**src/rtl/mem_arb_pkg.sv**
```systemverilog
// mem_arb_pkg: shared types and constants for the two-port memory arbiter.
//   arb_state_t : arbiter FSM states
//   grant_t     : identity of the requester that owns (or last owned) the bus
//   WDOG_W      : width of the per-access watchdog counter
package mem_arb_pkg;

  typedef enum logic [1:0] {
    IDLE  = 2'd0,
    INSTR = 2'd1,
    DATA  = 2'd2,
    DONE  = 2'd3
  } arb_state_t;

  typedef enum logic {
    GRANT_INSTR = 1'b0,
    GRANT_DATA  = 1'b1
  } grant_t;

  localparam int WDOG_W = 8;

endpackage

```
**src/rtl/mem_arbiter.sv**
```systemverilog
// mem_arbiter: shares one single-port Wishbone slave between the fetch stage
// (instr_* port) and the memory stage (wb_* port). One access at a time,
// round-robin under contention, and a watchdog that aborts an access the
// slave never acknowledges.
//
// Ports
//   clk, rst_n                 clock, async active-low reset
//   instr_addr/stb             fetch request (held until instr_ack)
//   instr_ack/err, instr       fetch completion pulse, timeout flag, data
//   wb_cyc/stb/wr_en/addr/
//   wb_wr_data/wr_sel          data-port Wishbone request
//   wb_ack/err/stall,
//   wb_rd_data                 data-port completion, timeout, stall, data
//   m_cyc/stb/wr_en/addr/
//   m_wr_data/wr_sel           downstream Wishbone request
//   m_ack/stall, m_rd_data     downstream slave response
//
// state | meaning
// IDLE  | no access in flight; arbitrate and grant
// INSTR | fetch access owns the downstream bus
// DATA  | data access owns the downstream bus
// DONE  | requester ack/err pulse visible; blocks immediate re-grant
module mem_arbiter
  import mem_arb_pkg::*;
#(
  parameter int ADDR_WIDTH = 10,
  parameter int TIMEOUT    = 16
) (
  input  logic                  clk,
  input  logic                  rst_n,
  input  logic [ADDR_WIDTH-1:0] instr_addr,
  input  logic                  instr_stb,
  output logic                  instr_ack,
  output logic                  instr_err,
  output logic [31:0]           instr,
  input  logic                  wb_cyc,
  input  logic                  wb_stb,
  input  logic                  wb_wr_en,
  input  logic [ADDR_WIDTH-1:0] wb_addr,
  input  logic [31:0]           wb_wr_data,
  input  logic [3:0]            wb_wr_sel,
  output logic                  wb_ack,
  output logic                  wb_err,
  output logic                  wb_stall,
  output logic [31:0]           wb_rd_data,
  output logic                  m_cyc,
  output logic                  m_stb,
  output logic                  m_wr_en,
  output logic [ADDR_WIDTH-1:0] m_addr,
  output logic [31:0]           m_wr_data,
  output logic [3:0]            m_wr_sel,
  input  logic                  m_ack,
  input  logic                  m_stall,
  input  logic [31:0]           m_rd_data
);

  localparam logic [WDOG_W-1:0] WDOG_LAST = WDOG_W'(TIMEOUT - 1);

  arb_state_t              state, state_nxt;
  grant_t                  last_grant, last_grant_nxt;
  logic [WDOG_W-1:0]       wdog, wdog_nxt;

  logic                    m_cyc_nxt, m_stb_nxt, m_wr_en_nxt;
  logic [ADDR_WIDTH-1:0]   m_addr_nxt;
  logic [31:0]             m_wr_data_nxt;
  logic [3:0]              m_wr_sel_nxt;
  logic                    instr_ack_nxt, instr_err_nxt;
  logic [31:0]             instr_nxt;
  logic                    wb_ack_nxt, wb_err_nxt;
  logic [31:0]             wb_rd_data_nxt;

  logic data_req;
  logic instr_wins;

  assign data_req   = wb_cyc & wb_stb;
  assign instr_wins = instr_stb & (~data_req | (last_grant == GRANT_DATA));

  // Gated by rst_n so the stall output reads 0 during reset even if the
  // fetch port is still requesting.
  assign wb_stall = rst_n & ((state != IDLE) | instr_wins);

  always_comb begin
    state_nxt      = state;
    last_grant_nxt = last_grant;
    wdog_nxt       = wdog;
    m_cyc_nxt      = m_cyc;
    m_stb_nxt      = m_stb;
    m_wr_en_nxt    = m_wr_en;
    m_addr_nxt     = m_addr;
    m_wr_data_nxt  = m_wr_data;
    m_wr_sel_nxt   = m_wr_sel;
    instr_ack_nxt  = 1'b0;
    instr_err_nxt  = 1'b0;
    instr_nxt      = instr;
    wb_ack_nxt     = 1'b0;
    wb_err_nxt     = 1'b0;
    wb_rd_data_nxt = wb_rd_data;

    case (state)
      IDLE: begin
        if (instr_wins) begin
          state_nxt      = INSTR;
          last_grant_nxt = GRANT_INSTR;
          wdog_nxt       = '0;
          m_cyc_nxt      = 1'b1;
          m_stb_nxt      = 1'b1;
          m_wr_en_nxt    = 1'b0;
          m_addr_nxt     = instr_addr;
          m_wr_data_nxt  = '0;
          m_wr_sel_nxt   = '0;
        end else if (data_req) begin
          state_nxt      = DATA;
          last_grant_nxt = GRANT_DATA;
          wdog_nxt       = '0;
          m_cyc_nxt      = 1'b1;
          m_stb_nxt      = 1'b1;
          m_wr_en_nxt    = wb_wr_en;
          m_addr_nxt     = wb_addr;
          m_wr_data_nxt  = wb_wr_data;
          m_wr_sel_nxt   = wb_wr_sel;
        end
      end

      INSTR, DATA: begin
        wdog_nxt = wdog + WDOG_W'(1);
        if (m_stb & ~m_stall)
          m_stb_nxt = 1'b0;

        if ((state == DATA) & ~wb_cyc) begin
          // Requester abandoned the cycle: release the slave, no ack.
          m_cyc_nxt = 1'b0;
          m_stb_nxt = 1'b0;
          state_nxt = IDLE;
        end else if (m_ack) begin
          // Checked before the watchdog so a same-cycle ack completes cleanly.
          m_cyc_nxt = 1'b0;
          m_stb_nxt = 1'b0;
          state_nxt = DONE;
          if (state == INSTR) begin
            instr_nxt     = m_rd_data;
            instr_ack_nxt = 1'b1;
          end else begin
            wb_rd_data_nxt = m_rd_data;
            wb_ack_nxt     = 1'b1;
          end
        end else if (wdog == WDOG_LAST) begin
          m_cyc_nxt = 1'b0;
          m_stb_nxt = 1'b0;
          state_nxt = DONE;
          if (state == INSTR) begin
            instr_nxt     = '0;
            instr_ack_nxt = 1'b1;
            instr_err_nxt = 1'b1;
          end else begin
            wb_rd_data_nxt = '0;
            wb_ack_nxt     = 1'b1;
            wb_err_nxt     = 1'b1;
          end
        end
      end

      DONE: begin
        state_nxt = IDLE;
      end

      default: begin
        state_nxt = IDLE;
      end
    endcase
  end

  always_ff @(posedge clk or negedge rst_n) begin
    if (!rst_n) begin
      state      <= IDLE;
      last_grant <= GRANT_DATA;
      wdog       <= '0;
      m_cyc      <= 1'b0;
      m_stb      <= 1'b0;
      m_wr_en    <= 1'b0;
      m_addr     <= '0;
      m_wr_data  <= '0;
      m_wr_sel   <= '0;
      instr_ack  <= 1'b0;
      instr_err  <= 1'b0;
      instr      <= '0;
      wb_ack     <= 1'b0;
      wb_err     <= 1'b0;
      wb_rd_data <= '0;
    end else begin
      state      <= state_nxt;
      last_grant <= last_grant_nxt;
      wdog       <= wdog_nxt;
      m_cyc      <= m_cyc_nxt;
      m_stb      <= m_stb_nxt;
      m_wr_en    <= m_wr_en_nxt;
      m_addr     <= m_addr_nxt;
      m_wr_data  <= m_wr_data_nxt;
      m_wr_sel   <= m_wr_sel_nxt;
      instr_ack  <= instr_ack_nxt;
      instr_err  <= instr_err_nxt;
      instr      <= instr_nxt;
      wb_ack     <= wb_ack_nxt;
      wb_err     <= wb_err_nxt;
      wb_rd_data <= wb_rd_data_nxt;
    end
  end

endmodule

```
**config.mk**
```make
export PLATFORM = sky130hd
export DESIGN_NAME = mem_arbiter
export DESIGN_NICKNAME = d
export VERILOG_FILES = /design/src/rtl/mem_arb_pkg.sv /design/src/rtl/mem_arbiter.sv
export SDC_FILE = /design/constraint.sdc
export NUM_CORES = 1
export LEC_CHECK = 0
export ABC_AREA = 1
export BUFFER_PORTS_ARGS = -buffer_cell sky130_fd_sc_hd__buf_2
export CELL_PAD_IN_SITES_DETAIL_PLACEMENT = 0
export CELL_PAD_IN_SITES_GLOBAL_PLACEMENT = 1
export CORE_MARGIN = 3
export CORE_UTILIZATION = 30
export CTS_BUF_LIST = sky130_fd_sc_hd__clkbuf_4
export DETAILED_ROUTE_END_ITERATION = 8
export PLACE_DENSITY_LB_ADDON = 0.1
export SYNTH_ARGS = -nofsm -noshare
export SYNTH_HDL_FRONTEND = slang
export SYNTH_SLANG_ARGS = --single-unit
```
**constraint.sdc**
```tcl
create_clock -name clk -period 1.7 [get_ports clk]
set_clock_uncertainty 0.2 [all_clocks]
set_input_delay 0.255 -clock clk [delete_from_list [all_inputs] [get_ports clk]]
set_output_delay 0.255 -clock clk [all_outputs]
set_load 0.05 [all_outputs]
```
---- Yosys cells after proc, flatten, opt, wreduce, memory -nomap -nowiden ----
Cells that the tools add are included.
cells by class
  eq/ne operators ......................... 7
  muxes and demuxes ....................... 53
  $add $sub $neg .......................... 1
  reductions and logical operators ........ 13
  bitwise gates (word level) .............. 12
operators with widths
  cell                 count
  $mux 32              10
  $mux 1               28
  $mux 10              2
  $mux 8               2
  $pmux 8 s2           1
  $mux 2               5
  $add 8x1->8 const B  1
  $eq 8x4->1 const B   1
  $mux 4               2
  $reduce_and 4->1     2
  $reduce_bool 2->1    4
  $pmux 2 s3           1
  $reduce_and 2->1     3
  $reduce_and 3->1     2
  $and 1x1->1          5
  $ne 5x5->1 const B   1
  $not 1->1            5
  $eq 2x2->1 const B   2
  $ne 4x4->1 const B   1
  $pmux 1 s2           2
  $ne 3x3->1 const B   1
  $eq 2x1->1 const B   1
  $logic_not 2->1      1
  $or 1x1->1           2
  $reduce_or 2->1      1
word-level totals
  logic and storage cells ................. 101
  output and inout port bits .............. 118
  register bits ........................... 128

---- Logic depth before layout (Yosys ltp) ----
  word-level depth ........................ 7
  depth in mapped cells ................... 10
  mapped depth without buffers ............ 10

---- Worst setup path before layout ----
No wires, ideal clock.
  kind .................................... reg2out
  start ................................... reg last_grant
  end ..................................... out wb_stall
  slack ................................... -0.763 ns
  required time ........................... 1.245 ns
  arrival ................................. 2.008 ns
  cell stages (with the launch flop) ...... 5
  path through ............................ dfstp_2 -> nand3b_1 -> nand2_1 -> buf_2 -> a21boi_0
between the ends
  longest elaborated chain between the ends .. 4
ends and longest elaborated chain
  element                 RTL line            RTL
  start, declared         mem_arbiter.sv:60   grant_t last_grant, last_grant_nxt;
  start signal, assigned  mem_arbiter.sv:191  last_grant <= last_grant_nxt;
  $or 1x1->1              mem_arbiter.sv:76   assign instr_wins = instr_stb & (~data_req | (last_grant == GRANT_DATA));
  $and 1x1->1             mem_arbiter.sv:76
  $or 1x1->1              mem_arbiter.sv:80   assign wb_stall = rst_n & ((state != IDLE) | instr_wins);
  $and 1x1->1             mem_arbiter.sv:80
  end, declared           mem_arbiter.sv:44   output logic wb_stall,
No other way between the ends.

---- Worst setup path after layout ----
Ends and elaborated chain as after synthesis.

==> impl_metrics.tcl <==
set metrics [dict create \
    clock-root-buffer "clkbuf_4" \
    holdCritPathClass "primary input to register" \
    crit_path_top_delay_cell "dfstp_2" \
    tritoncts "built" \
    yosys.area.top_type_share_pct 56.53 \
    startpoint_type "register" \
    post-dp-hpwl_um 11940 \
    max_cap_violations 0 \
    num_vias 5888 \
    yosys_warnings 0 \
    dr.pass1.iters 5 \
    drt-total-wl_um 20220 \
    largest_buffer_count_on_any_clock_path 2 \
    via_per_inst 4.752 \
    r2r.worst_path.cells 8 \
    holdCritStartpoint "instr_stb" \
    hold_end "m_wr_data[14]$_DFFE_PN0P_" \
    die-height_um 142.9 \
    synth_compound_area_share_pct 2.693 \
    core-area_um2 18210 \
    gp_congestion 0.7722 \
    fp.dieArea_um2 20420 \
    final_net_count 1099 \
    worstSetupPathType "register to output pin" \
    synth_nets 745 \
    total_clock_buffers_created_by_cts 17 \
    timing.final.max_slew_violations 0 \
    synth-adder-area-share_pct 1.335 \
    grt_max_degree 129 \
    synth_area_in_xor_xnor_pct 0.1558 \
    min_tclk_post_route_ns 2.043 \
    synth_area_um2 5622 \
    synth_area_leader "dfrtp_1" \
    grt_overflow_total 0 \
    layout-area-overhead-vs-synth_pct 71.20 \
    clk_transition_reported_paths_ns 0.11 \
    grt_setup_unrepaired "yes" \
    failing_checks "negative setup slack" \
    start_util_pct 30.87 \
    synth_top_family_by_area "simple AND/OR/NAND/NOR gates" \
    crit-reg2reg-capture "instr[1]$_DFFE_PN0P_" \
    post_synth_inst_count 643 \
    avgSynthCellArea_um2 8.743 \
    fin_hold_viols 0 \
    clock-sinks 128 \
    final_layout_size_suffix_gt1_share_pct 42.22 \
    num_io_pins 214 \
    clkLatencyLatePin_ns 0.52 \
    globalRouteTotalUtil_pct 18.94 \
    io_buffers 213 \
    tightest_slew_margin_relative_to_the_limit_pct 52.92 \
    yosys_register_bits 128 \
    vdd_drop_max_mv 0.9975 \
    finalSetupViolCount 60 \
    rrSetupSlack_ns -0.13 \
    p_leak_nw 5.005 \
    hold-path-cell-count 5 \
    fin_tns_setup_ns -4.624 \
    endpoint_kind "output pin" \
    synth.area.top_cells "dfrtp_1 (57%), nand2_1 (17%), nand4_1 (7.7%)" \
    grt_antenna_before_repair 1 \
    drt_iter0_markers 221 \
    timing.critical_path.arrival_ns 1.59 \
    global_route_wire_length_before_repair_um 30550 \
    post_synth_num_cell_types 24 \
    synth_seq_area_share_pct 57.00 \
    crit_path_max_incr_delay_ns 0.55 \
    final_min_period_over_clock_period_pct 120.2 \
    final-instance-count-excl-fill 1239 \
    route.detailed.wl_per_inst_um 16.32 \
    top_achievable_clock_speed_mhz 489.5 \
    r2r_start "wdog[1]$_DFFE_PN0P_" \
    run_status "complete, but fails checks" \
    setup_slack_ns -0.3430 \
    fillers 1721 \
    detail-route-antenna-nets 0 \
    via_count_of_the_first_global_routing_pass 5894 \
    floorplan.rows 49 \
    synth_simple_gate_area_share_pct 32.81 \
    placed_cells_incl_taps 1070 \
    floorplan.die.width_um 142.9 \
    worst_ep_required_time_ns 1.24 \
    drc 0 \
    ctsHtreeMaxLevel 4 \
    max_slew.worst_pin.slew_ns 0.7063 \
    highest_net_fanout_along_the_worst_path 2 \
    critPathLaunch "last_grant$_DFFE_PN1P_" \
    power.density_nw_per_um2 2181 \
    cp_cell_sequence "nand3b_1 > nand2_2 > a21boi_4 > buf_8" \
    yosys-mux-area-fraction_pct 0 \
    design_power_total_w 0.02099 \
]
metrics by stage:
stage                     area (um2)  hold slack, ns  utilization (%)  setup WS, ns
after global routing            9624         0.07866            52.86       -0.4693
after CTS                       8725         0.05152            47.91       -0.4059
final                           9624          0.1149            52.86       -0.3430
after detailed placement        7121          0.2415            39.11      -0.03997
after floorplan                 5658         -0.2406                -      -0.02197
after global placement          7121          0.2381            39.11      -0.01447
cells by family after synthesis:
group                      after synthesis
AOI/OAI and AO/OA                       27
xor gates and xnor gates                 1
adders and majority gates                6
buffers and inverters                   68
DFF                                    128
and+or+nand+nor                        413
power breakdown:
part	switching, W	internal, W	leakage, nW
Sequential	0.000993	0.00443	1.62
Combinational	0.00873	0.00481	3.25
Clock	0.00115	0.000877	0.133
worst max-delay path: cells and delay by family, from the launching register on:
family / cells / cell delay, ns
DFF: 1 / 0.55
and+or+nand+nor: 2 / 0.23
buffers and inverters: 1 / 0.16
AOI/OAI and AO/OA: 1 / 0.14
cells in the mapped netlist:
| cell type | instances |
|---|---|
| or2_1 | 1 |
| dfstp_2 | 1 |
| nand3_1 | 49 |
| nand3_2 | 1 |
| o21bai_4 | 1 |
| nand2_2 | 5 |
| inv_1 | 23 |
| dfrtp_1 | 127 |
| nor2_4 | 1 |
| clkbuf_1 | 16 |
| nand4_1 | 69 |
| buf_1 | 3 |
| buf_2 | 15 |
| nand3b_1 | 1 |
| nand2_1 | 259 |
| nand3_4 | 2 |
| nor2_1 | 25 |
| xor2_1 | 1 |
| ha_1 | 6 |
| buf_6 | 6 |
| o21ai_0 | 7 |
| buf_4 | 5 |
| a21oi_1 | 18 |
| a21boi_0 | 1 |
worst max path at each step:
| stage | slack [ns] | cells after the start | to |
|---|---|---|---|
| 2_1_floorplan | -0.02 | 10 | wdog[5]$_DFFE_PN0P_ |
| 3_3_place_gp | -0.01 | 8 | wdog[2]$_DFFE_PN0P_ |
| 3_5_place_dp | -0.04 | 8 | wdog[1]$_DFFE_PN0P_ |
| 4_1_cts | -0.41 | 4 | wb_stall |
| 5_1_grt | -0.47 | 4 | wb_stall |
| 6_report | -0.34 | 4 | wb_stall |
per-layer routing:
metal / GRT usage (%) / share of wire [%]
met5: 0 / 0
met4: 7.304 / 2.7
met3: 5.057 / 5.7
met2: 31.50 / 50
met1: 23.59 / 42
state kept, by name, summed over array words and instances (netlist names):
| signal | flops |
|---|---|
| wb_err | 1 |
| instr_err | 1 |
| m_cyc | 1 |
| wb_rd_data | 32 |
| m_stb | 1 |
| m_addr | 10 |
| wb_ack | 1 |
| m_wr_en | 1 |
| m_wr_sel | 4 |
| m_wr_data | 32 |
| state | 2 |
| wdog | 8 |
| instr | 32 |
| last_grant | 1 |
| instr_ack | 1 |
placed cells by master, fill, tap and decap left out, types with 2 or more instances in the layout:
| cell type | n |
|---|---|
| a21oi_1 | 18 |
| buf_12 | 12 |
| buf_16 | 6 |
| buf_2 | 107 |
| buf_4 | 88 |
| buf_6 | 23 |
| buf_8 | 4 |
| bufinv_16 | 2 |
| clkbuf_16 | 4 |
| clkbuf_4 | 59 |
| clkinv_1 | 3 |
| clkinv_2 | 2 |
| clkinvlp_4 | 4 |
| dfrtp_1 | 127 |
| dlygate4sd3_1 | 95 |
| ha_1 | 2 |
| ha_4 | 4 |
| inv_1 | 15 |
| inv_2 | 6 |
| inv_4 | 2 |
| nand2_1 | 175 |
| nand2_2 | 65 |
| nand2_4 | 25 |
| nand3_1 | 48 |
| nand3_4 | 3 |
| nand4_1 | 69 |
| nor2_1 | 22 |
| nor2_2 | 3 |
| o21ai_0 | 6 |
cell type report:
type | instances | area (um2) | area share, %
Inverter | 23 | 91.34 | 0.9490
Clock buffer | 19 | 142.6 | 1.482
Timing Repair Buffer | 379 | 3272 | 34.00
Multi-Input combinational cell | 448 | 2505 | 26.03
Clock inverter | 12 | 120.1 | 1.248
Antenna cell | 1 | 2.502 | 0.02600
Sequential cell | 128 | 3204 | 33.29
Tap cell | 229 | 286.5 | 2.977
timing repair:
item	in CTS	in global routing
cloned	7	6
pin swaps	10	21
setup endpoints to repair	38	199
gates resized for setup	42	282
hold buffers	95	0
buffers inserted	14	23
hold endpoints to repair	244	0
Power figures use the tool's default switching activity.
